`config.mk`:
```
export PLATFORM = sky130hd
export DESIGN_NAME = tx_scheduler
export DESIGN_NICKNAME = d
export VERILOG_FILES = /design/src/rtl/tx_pkg.sv /design/src/rtl/rr_arbiter.sv /design/src/rtl/tx_scheduler.sv
export SDC_FILE = /design/constraint.sdc
export NUM_CORES = 1
export LEC_CHECK = 0
export BUFFER_PORTS_ARGS = -buffer_cell sky130_fd_sc_hd__buf_2
export CORE_MARGIN = 3
export CORE_UTILIZATION = 55
export CTS_BUF_LIST = sky130_fd_sc_hd__clkbuf_4 sky130_fd_sc_hd__clkbuf_8 sky130_fd_sc_hd__clkbuf_16
export DETAILED_ROUTE_END_ITERATION = 7
export PLACE_DENSITY_LB_ADDON = 0.15
export SLEW_MARGIN = 30
export SYNTH_ARGS = -nofsm -noshare
export SYNTH_HDL_FRONTEND = slang
export SYNTH_SLANG_ARGS = --single-unit
```
`constraint.sdc`:
```
create_clock -name clock -period 8.5 [get_ports clock]
set_input_delay 1.7 -clock clock [delete_from_list [all_inputs] [get_ports clock]]
set_output_delay 1.7 -clock clock [all_outputs]
set_load 0.01 [all_outputs]
```
`src/rtl/tx_pkg.sv`:
```
// Shared types and default sizing for the tx scheduling slice.
package tx_pkg;

  typedef enum logic [1:0] {
    IDLE,
    SEND,
    WAIT_BUSY,
    WAIT_DONE
  } tx_sched_state_t;

  localparam int TX_WIDTH                = 16;
  localparam int TX_DEFAULT_SEND_CYCLES  = 2;
  localparam int TX_DEFAULT_BUSY_TIMEOUT = 8;

endpackage

```
`src/rtl/rr_arbiter.sv`:
```
// Combinational round-robin winner selection. The search starts just above
// ptr and wraps, so the last requester served has the lowest priority.
module rr_arbiter #(
  parameter int N  = 4,
  parameter int IW = (N > 1) ? $clog2(N) : 1
) (
  input  logic [N-1:0]  req,
  input  logic [IW-1:0] ptr,
  input  logic          grant_en,
  output logic [N-1:0]  gnt_onehot,
  output logic [IW-1:0] gnt_idx,
  output logic          gnt_valid
);

  logic [IW-1:0] idx;

  // Walk ptr+1, ptr+2, ... (mod N); the first set request wins.
  always_comb begin
    // NOTE: every signal written here gets a default first; a path that
    // leaves one unassigned would infer a latch.
    gnt_onehot = '0;
    gnt_idx    = '0;
    gnt_valid  = 1'b0;
    idx        = '0;
    for (int k = 1; k <= N; k++) begin
      idx = IW'((int'(ptr) + k) % N);
      if (grant_en && !gnt_valid && req[idx]) begin
        gnt_onehot[idx] = 1'b1;
        gnt_idx         = idx;
        gnt_valid       = 1'b1;
      end
    end
  end

endmodule

```
`src/rtl/tx_scheduler.sv`:
```
// Shares one serial transmitter between N_REQ requesters: round-robin grant,
// word capture, fixed-length send pulse, busy handshake tracking, and a
// sticky timeout flag when the transmitter never reports busy.
module tx_scheduler
  import tx_pkg::*;
#(
  parameter int N_REQ        = 4,
  parameter int WIDTH        = TX_WIDTH,
  parameter int SEND_CYCLES  = TX_DEFAULT_SEND_CYCLES,
  parameter int BUSY_TIMEOUT = TX_DEFAULT_BUSY_TIMEOUT
) (
  input  logic                     clock,
  input  logic                     reset,
  input  logic [N_REQ-1:0]         req,
  input  logic [N_REQ*WIDTH-1:0]   palavra_req,
  output logic [N_REQ-1:0]         ack,
  output logic [N_REQ-1:0]         done,
  output logic [$clog2(N_REQ)-1:0] active_id,
  output logic                     tx_send,
  output logic [WIDTH-1:0]         tx_palavra,
  input  logic                     tx_busy,
  output logic                     err_timeout,
  input  logic                     err_clear
);

  localparam int              IW        = $clog2(N_REQ);
  localparam logic [3:0]      SEND_LAST = 4'(SEND_CYCLES);
  localparam logic [7:0]      TMO_LIMIT = 8'(BUSY_TIMEOUT);
  localparam logic [IW-1:0]   PTR_RESET = IW'(N_REQ - 1);

  tx_sched_state_t state, state_d;
  logic [3:0]       send_cnt, send_cnt_d;
  logic [7:0]       tmo_cnt, tmo_cnt_d;
  logic             seen_busy, seen_busy_d;
  logic [IW-1:0]    ptr, ptr_d;
  logic [N_REQ-1:0] ack_d, done_d;
  logic [IW-1:0]    active_id_d;
  logic             tx_send_d;
  logic [WIDTH-1:0] tx_palavra_d;
  logic             err_d;

  logic [WIDTH-1:0] words [N_REQ];
  logic [N_REQ-1:0] gnt_onehot;
  logic [IW-1:0]    gnt_idx;
  logic             gnt_valid;
  logic             grant_en;

  for (genvar g = 0; g < N_REQ; g++) begin : g_words
    assign words[g] = palavra_req[g*WIDTH +: WIDTH];
  end

  // A grant is only possible from IDLE while the transmitter is free.
  assign grant_en = (state == IDLE) && !tx_busy;

  rr_arbiter #(
    .N  (N_REQ),
    .IW (IW)
  ) u_arb (
    .req        (req),
    .ptr        (ptr),
    .grant_en   (grant_en),
    .gnt_onehot (gnt_onehot),
    .gnt_idx    (gnt_idx),
    .gnt_valid  (gnt_valid)
  );

  // Next-state and next-output logic; ack/done are single-cycle pulses.
  always_comb begin
    state_d      = state;
    send_cnt_d   = send_cnt;
    tmo_cnt_d    = tmo_cnt;
    seen_busy_d  = seen_busy;
    ptr_d        = ptr;
    ack_d        = '0;
    done_d       = '0;
    active_id_d  = active_id;
    tx_send_d    = tx_send;
    tx_palavra_d = tx_palavra;
    err_d        = err_clear ? 1'b0 : err_timeout;

    case (state)
      IDLE: begin
        if (gnt_valid) begin
          tx_palavra_d = words[gnt_idx];
          active_id_d  = gnt_idx;
          ack_d        = gnt_onehot;
          tx_send_d    = 1'b1;
          send_cnt_d   = 4'd1;
          tmo_cnt_d    = 8'd1;     // the send-rise cycle is the first counted cycle
          seen_busy_d  = 1'b0;
          state_d      = SEND;
        end
      end

      SEND: begin
        if (tx_busy) seen_busy_d = 1'b1;
        if (tmo_cnt != 8'hFF) tmo_cnt_d = tmo_cnt + 8'd1;
        if (send_cnt == SEND_LAST) begin
          tx_send_d = 1'b0;
          state_d   = WAIT_BUSY;
        end else begin
          send_cnt_d = send_cnt + 4'd1;
        end
      end

      WAIT_BUSY: begin
        if (seen_busy || tx_busy) begin
          state_d = WAIT_DONE;
        end else if (tmo_cnt >= TMO_LIMIT) begin
          err_d   = 1'b1;          // a timeout outranks a simultaneous clear
          ptr_d   = active_id;
          state_d = IDLE;
        end else if (tmo_cnt != 8'hFF) begin
          tmo_cnt_d = tmo_cnt + 8'd1;
        end
      end

      WAIT_DONE: begin
        if (!tx_busy) begin
          done_d[active_id] = 1'b1;
          ptr_d             = active_id;
          state_d           = IDLE;
        end
      end
    endcase
  end

  // State and registered outputs; reset abandons any in-flight transfer.
  always_ff @(posedge clock or negedge reset) begin
    if (!reset) begin
      state       <= IDLE;
      send_cnt    <= '0;
      tmo_cnt     <= '0;
      seen_busy   <= 1'b0;
      ptr         <= PTR_RESET;
      ack         <= '0;
      done        <= '0;
      active_id   <= '0;
      tx_send     <= 1'b0;
      tx_palavra  <= '0;
      err_timeout <= 1'b0;
    end else begin
      // NOTE: non-blocking assignments so every register takes the value
      // computed from pre-edge state, independent of statement order.
      state       <= state_d;
      send_cnt    <= send_cnt_d;
      tmo_cnt     <= tmo_cnt_d;
      seen_busy   <= seen_busy_d;
      ptr         <= ptr_d;
      ack         <= ack_d;
      done        <= done_d;
      active_id   <= active_id_d;
      tx_send     <= tx_send_d;
      tx_palavra  <= tx_palavra_d;
      err_timeout <= err_d;
    end
  end

endmodule

```
==> Implementation_results.wiki <==
{| class="wikitable"
! Metric !! Value
|-
| Area of all sequential standard cells || 1129 um2
|-
| Highest fanout seen on the critical path || 17
|-
| Number of slew-limit violations in the final report || 0
|-
| Hold/Removal Path Class || register to register
|-
| Worst slack, placed || 4.254 ns
|-
| Total area of multi-input combinational cells || 1749 um2
|-
| Last weighted congestion value of the routability-driven placer || 0.8353
|-
| Arr. time, crit path || 4.15 ns
|-
| Source of the worst hold timing path || tx_palavra[11]$_DFFE_PN0P_
|-
| Max Freq || 252.4 MHz
|-
| Detailed router's first-iteration violation count || 153
|-
| Critical Path Sink Type || register
|-
| Pwr Density || 323.3 nW/um2
|-
| Share of flip-flops with an asynchronous set or reset || 100.0%
|-
| DP Wirelength || 5283 um
|-
| Most common library cell in the layout ignoring fill and taps || buf_2
|-
| Antenna-violating nets left || 0
|-
| Final setup violation count || 0
|-
| Critical path cell sequence || buf_2, mux2i_1, mux2i_1, o211ai_1, a21oi_2, nor2_2, a221o_1
|-
| Worst Reg2Reg Path Length in Cells || 7
|-
| Number of enable-type register cells in the synthesized netlist || 0
|-
| Final core utilization || 69.52%
|-
| TritonCTS sink count || 45
|-
| Setup Skew || 0.006714 ns
|-
| Depth of the CTS H-tree || 2
|-
| Static power due to leakage || 1.699 nW
|-
| Die area || 6468 um2
|-
| Number of global-route vias before repair || 2473
|-
| Sequential fraction of the synthesis area || 37.04%
|-
| Layout-stage area growth over the synthesis result || 19.51%
|-
| WS Path Type || input pin to register
|-
| Endpoint of the worst register-to-register path || tx_palavra[11]$_DFFE_PN0P_
|-
| Fill count || 423
|-
| DRC violation count after routing || 0
|-
| Final wirelength || 7307 um
|-
| Clock tree from TritonCTS || built
|-
| Wire length per cell || 15.48 um
|-
| Post-synthesis net count || 399
|-
| Setup repair after global routing missed its margin || no
|-
| Cell type of the slowest stage on the worst timing path || a21oi_2
|-
| Synthesized instance count || 310
|-
| Port Buffer Count || 99
|-
| Post CTS Setup Buffer Count || 0
|-
| Internal reg-to-reg setup slack || 4.75 ns
|-
| Clock input transition at the sequential cells of the worst setup and hold paths || 0.08 ns
|-
| Min setup slack post-route || 4.538 ns
|-
| Starting density of the core || 58.17%
|-
| Final hold violation count || 0
|-
| Grt ovf || 0
|-
| Post-layout minimum cycle time || 3.962 ns
|-
| Via density per instance || 5.847
|-
| Drt pass-1 iters || 4
|-
| Overall global routing resource usage || 22.23%
|-
| Worst-Skew Late Latency || 0.30 ns
|-
| Placeable core area || 5238 um2
|-
| Layout cells sized above 1 || 30.35%
|-
| Cts repair resizes || 0
|-
| Post-synthesis sequential element count || 45
|-
| Aggregate negative setup slack || 0 ns
|-
| Rows || 26
|-
| Maxcap violations || 0
|-
| Highest-count cells in the layout ignoring fill and taps || 99 x buf_2, 43 x dfrtp_1, 41 x mux2i_1, 29 x nor2_1, 19 x inv_1
|-
| Post-synthesis area per instance || 9.828 um2
|-
| Post-synthesis cell type count || 54
|-
| Antenna fix cells || 0
|-
| Y dimension of the die || 80.43 um
|-
| Count of synthesis-stage warnings from yosys || 0
|-
| Worst max-slew margin expressed relative to the limit || 39.26%
|-
| Maximum number of pins on one net before global-route repair || 46
|-
| Startpoint type of the worst setup path || input pin
|-
| Vias after detailed routing || 2760
|-
| Synthesized cell area || 3047 um2
|-
| Wire length of the first global-routing pass || 11410 um
|-
| Root Driver || clkbuf_8
|-
| Transition time at the pin with the least slew margin || 0.9112 ns
|-
| Number of top-level pins || 100
|-
| Most Frequent Cell on Critical Path || mux2i_1
|-
| Count of hold buffers inserted by post-cts repair || 0
|-
| Worst path max stage delay || 0.69 ns
|-
| Final net count || 490
|-
| Number of antenna violations at the first check in global routing || 0
|-
| Data required time of the worst path || 8.69 ns
|-
| Hold worst-path end || tx_palavra[11]$_DFFE_PN0P_
|-
| Reg2reg start || ptr[0]$_DFFE_PN1P_
|-
| WHS Path Cells || 1
|-
| Dominant register cell in the synthesized netlist || dfrtp_1
|-
| Die boundary width || 80.43 um
|-
| IR drop worst, VDD || 0.1750 mV
|-
| Result of the run || completed
|-
| Clk buf depth || 2
|-
| Number of CTS-inserted buffers || 5
|-
| Final period util || 46.61%
|}
per-layer routing:
metal,GRT usage [%],wire [um],up-vias
met2,39.57,3843,72
li1,-,-,1344
met5,0,0,-
met4,5.743,76,0
met1,27.49,3080,1335
met3,4.148,308,9
registers in the layout (all words and copies together), names as in the netlist, 2 cells and up:
name        cells
ack             4
active_id       2
done            4
ptr             2
send_cnt        4
state           2
tmo_cnt         8
tx_palavra     16
how the worst max path moves through the flow:
stage	startpoint	cells after the start	to	slack [ns]
6_report	req[2]	7	tx_palavra[11]$_DFFE_PN0P_	4.54
5_1_grt	req[3]	7	tx_palavra[10]$_DFFE_PN0P_	4.30
4_1_cts	req[2]	7	tx_palavra[11]$_DFFE_PN0P_	4.61
3_5_place_dp	req[2]	7	tx_palavra[11]$_DFFE_PN0P_	4.25
3_3_place_gp	req[3]	7	tx_palavra[11]$_DFFE_PN0P_	4.11
2_1_floorplan	req[1]	9	tx_palavra[11]$_DFFE_PN0P_	4.90
critical path: cells and delay by family:
family          cells  cell delay (ns)
mux                 2             0.64
simple gates        1             0.32
buf+inv             1             0.15
compound gates      3             1.32
report_power, final:
part	leakage [nW]	internal, W	total (W)	switching [W]
registers	0.558	0.000302	0.000383	0.0000816
logic	1.09	0.000275	0.000646	0.000371
clock network	0.0542	0.0000736	0.000147	0.0000738
total	1.70	0.000650	0.00118	0.000527
cells by family (layout without fill, tap and decap cells):
family / count (synthesis) / after routing / synth area share (%)
adders and majority gates: 17 / 17 / 6.981
and+or+nand+nor: 89 / 89 / 15.03
buffers and inverters: 35 / 127 / 5.913
AOI/OAI and AO/OA: 77 / 77 / 19.10
DFF: 45 / 45 / 37.04
muxes: 47 / 47 / 15.93
cell usage after synthesis, drive strengths merged, types with 2 or more instances:
library cell / instances / area, um2
nor4bb: 2 / 20.02
a21oi: 14 / 81.33
o32ai: 2 / 17.52
buf: 10 / 86.32
a221oi: 18 / 157.7
a222oi: 4 / 40.04
o221ai: 3 / 26.28
a21o: 4 / 30.03
nand2b: 2 / 12.51
mux2: 6 / 75.07
nor4: 2 / 12.51
mux2i: 41 / 410.4
nand2: 14 / 52.55
a211oi: 2 / 15.01
o211ai: 3 / 22.52
dfrtp: 43 / 1076
a32o: 2 / 20.02
or3: 2 / 12.51
nor2: 30 / 115.1
dfstp: 2 / 52.55
nor2b: 2 / 12.51
and2: 4 / 25.02
nor3: 7 / 35.03
or2: 2 / 12.52
inv: 19 / 71.32
a221o: 2 / 20.02
clkbuf: 6 / 22.52
o21ai: 11 / 55.05
nand3: 7 / 35.03
o22ai: 4 / 25.02
ha: 17 / 212.7
nand3b: 3 / 22.52
nor3b: 2 / 15.01
and3: 4 / 25.02
area by class of cell:
type	instances	share of cell area (%)
clock buffers	7	2.646
well taps	70	2.405
clock inverters	1	0.1375
flip-flops and latches	45	31.00
multi-input cells	230	48.04
repair buffers	100	13.81
inverters	19	1.959
per-stage QoR:
step	instances	instance area [um2]	power (W)	hold slack (ns)
after floorplan	310	3047	0.0008599	0.4838
after global placement	464	3530	0.001004	0.4957
after detailed placement	464	3540	0.001027	0.4966
after CTS	472	3641	0.001181	0.5201
after global routing	472	3641	0.001273	0.5680
final	472	3641	0.001177	0.5208
Note: power is estimated with default switching activity, not from simulation.
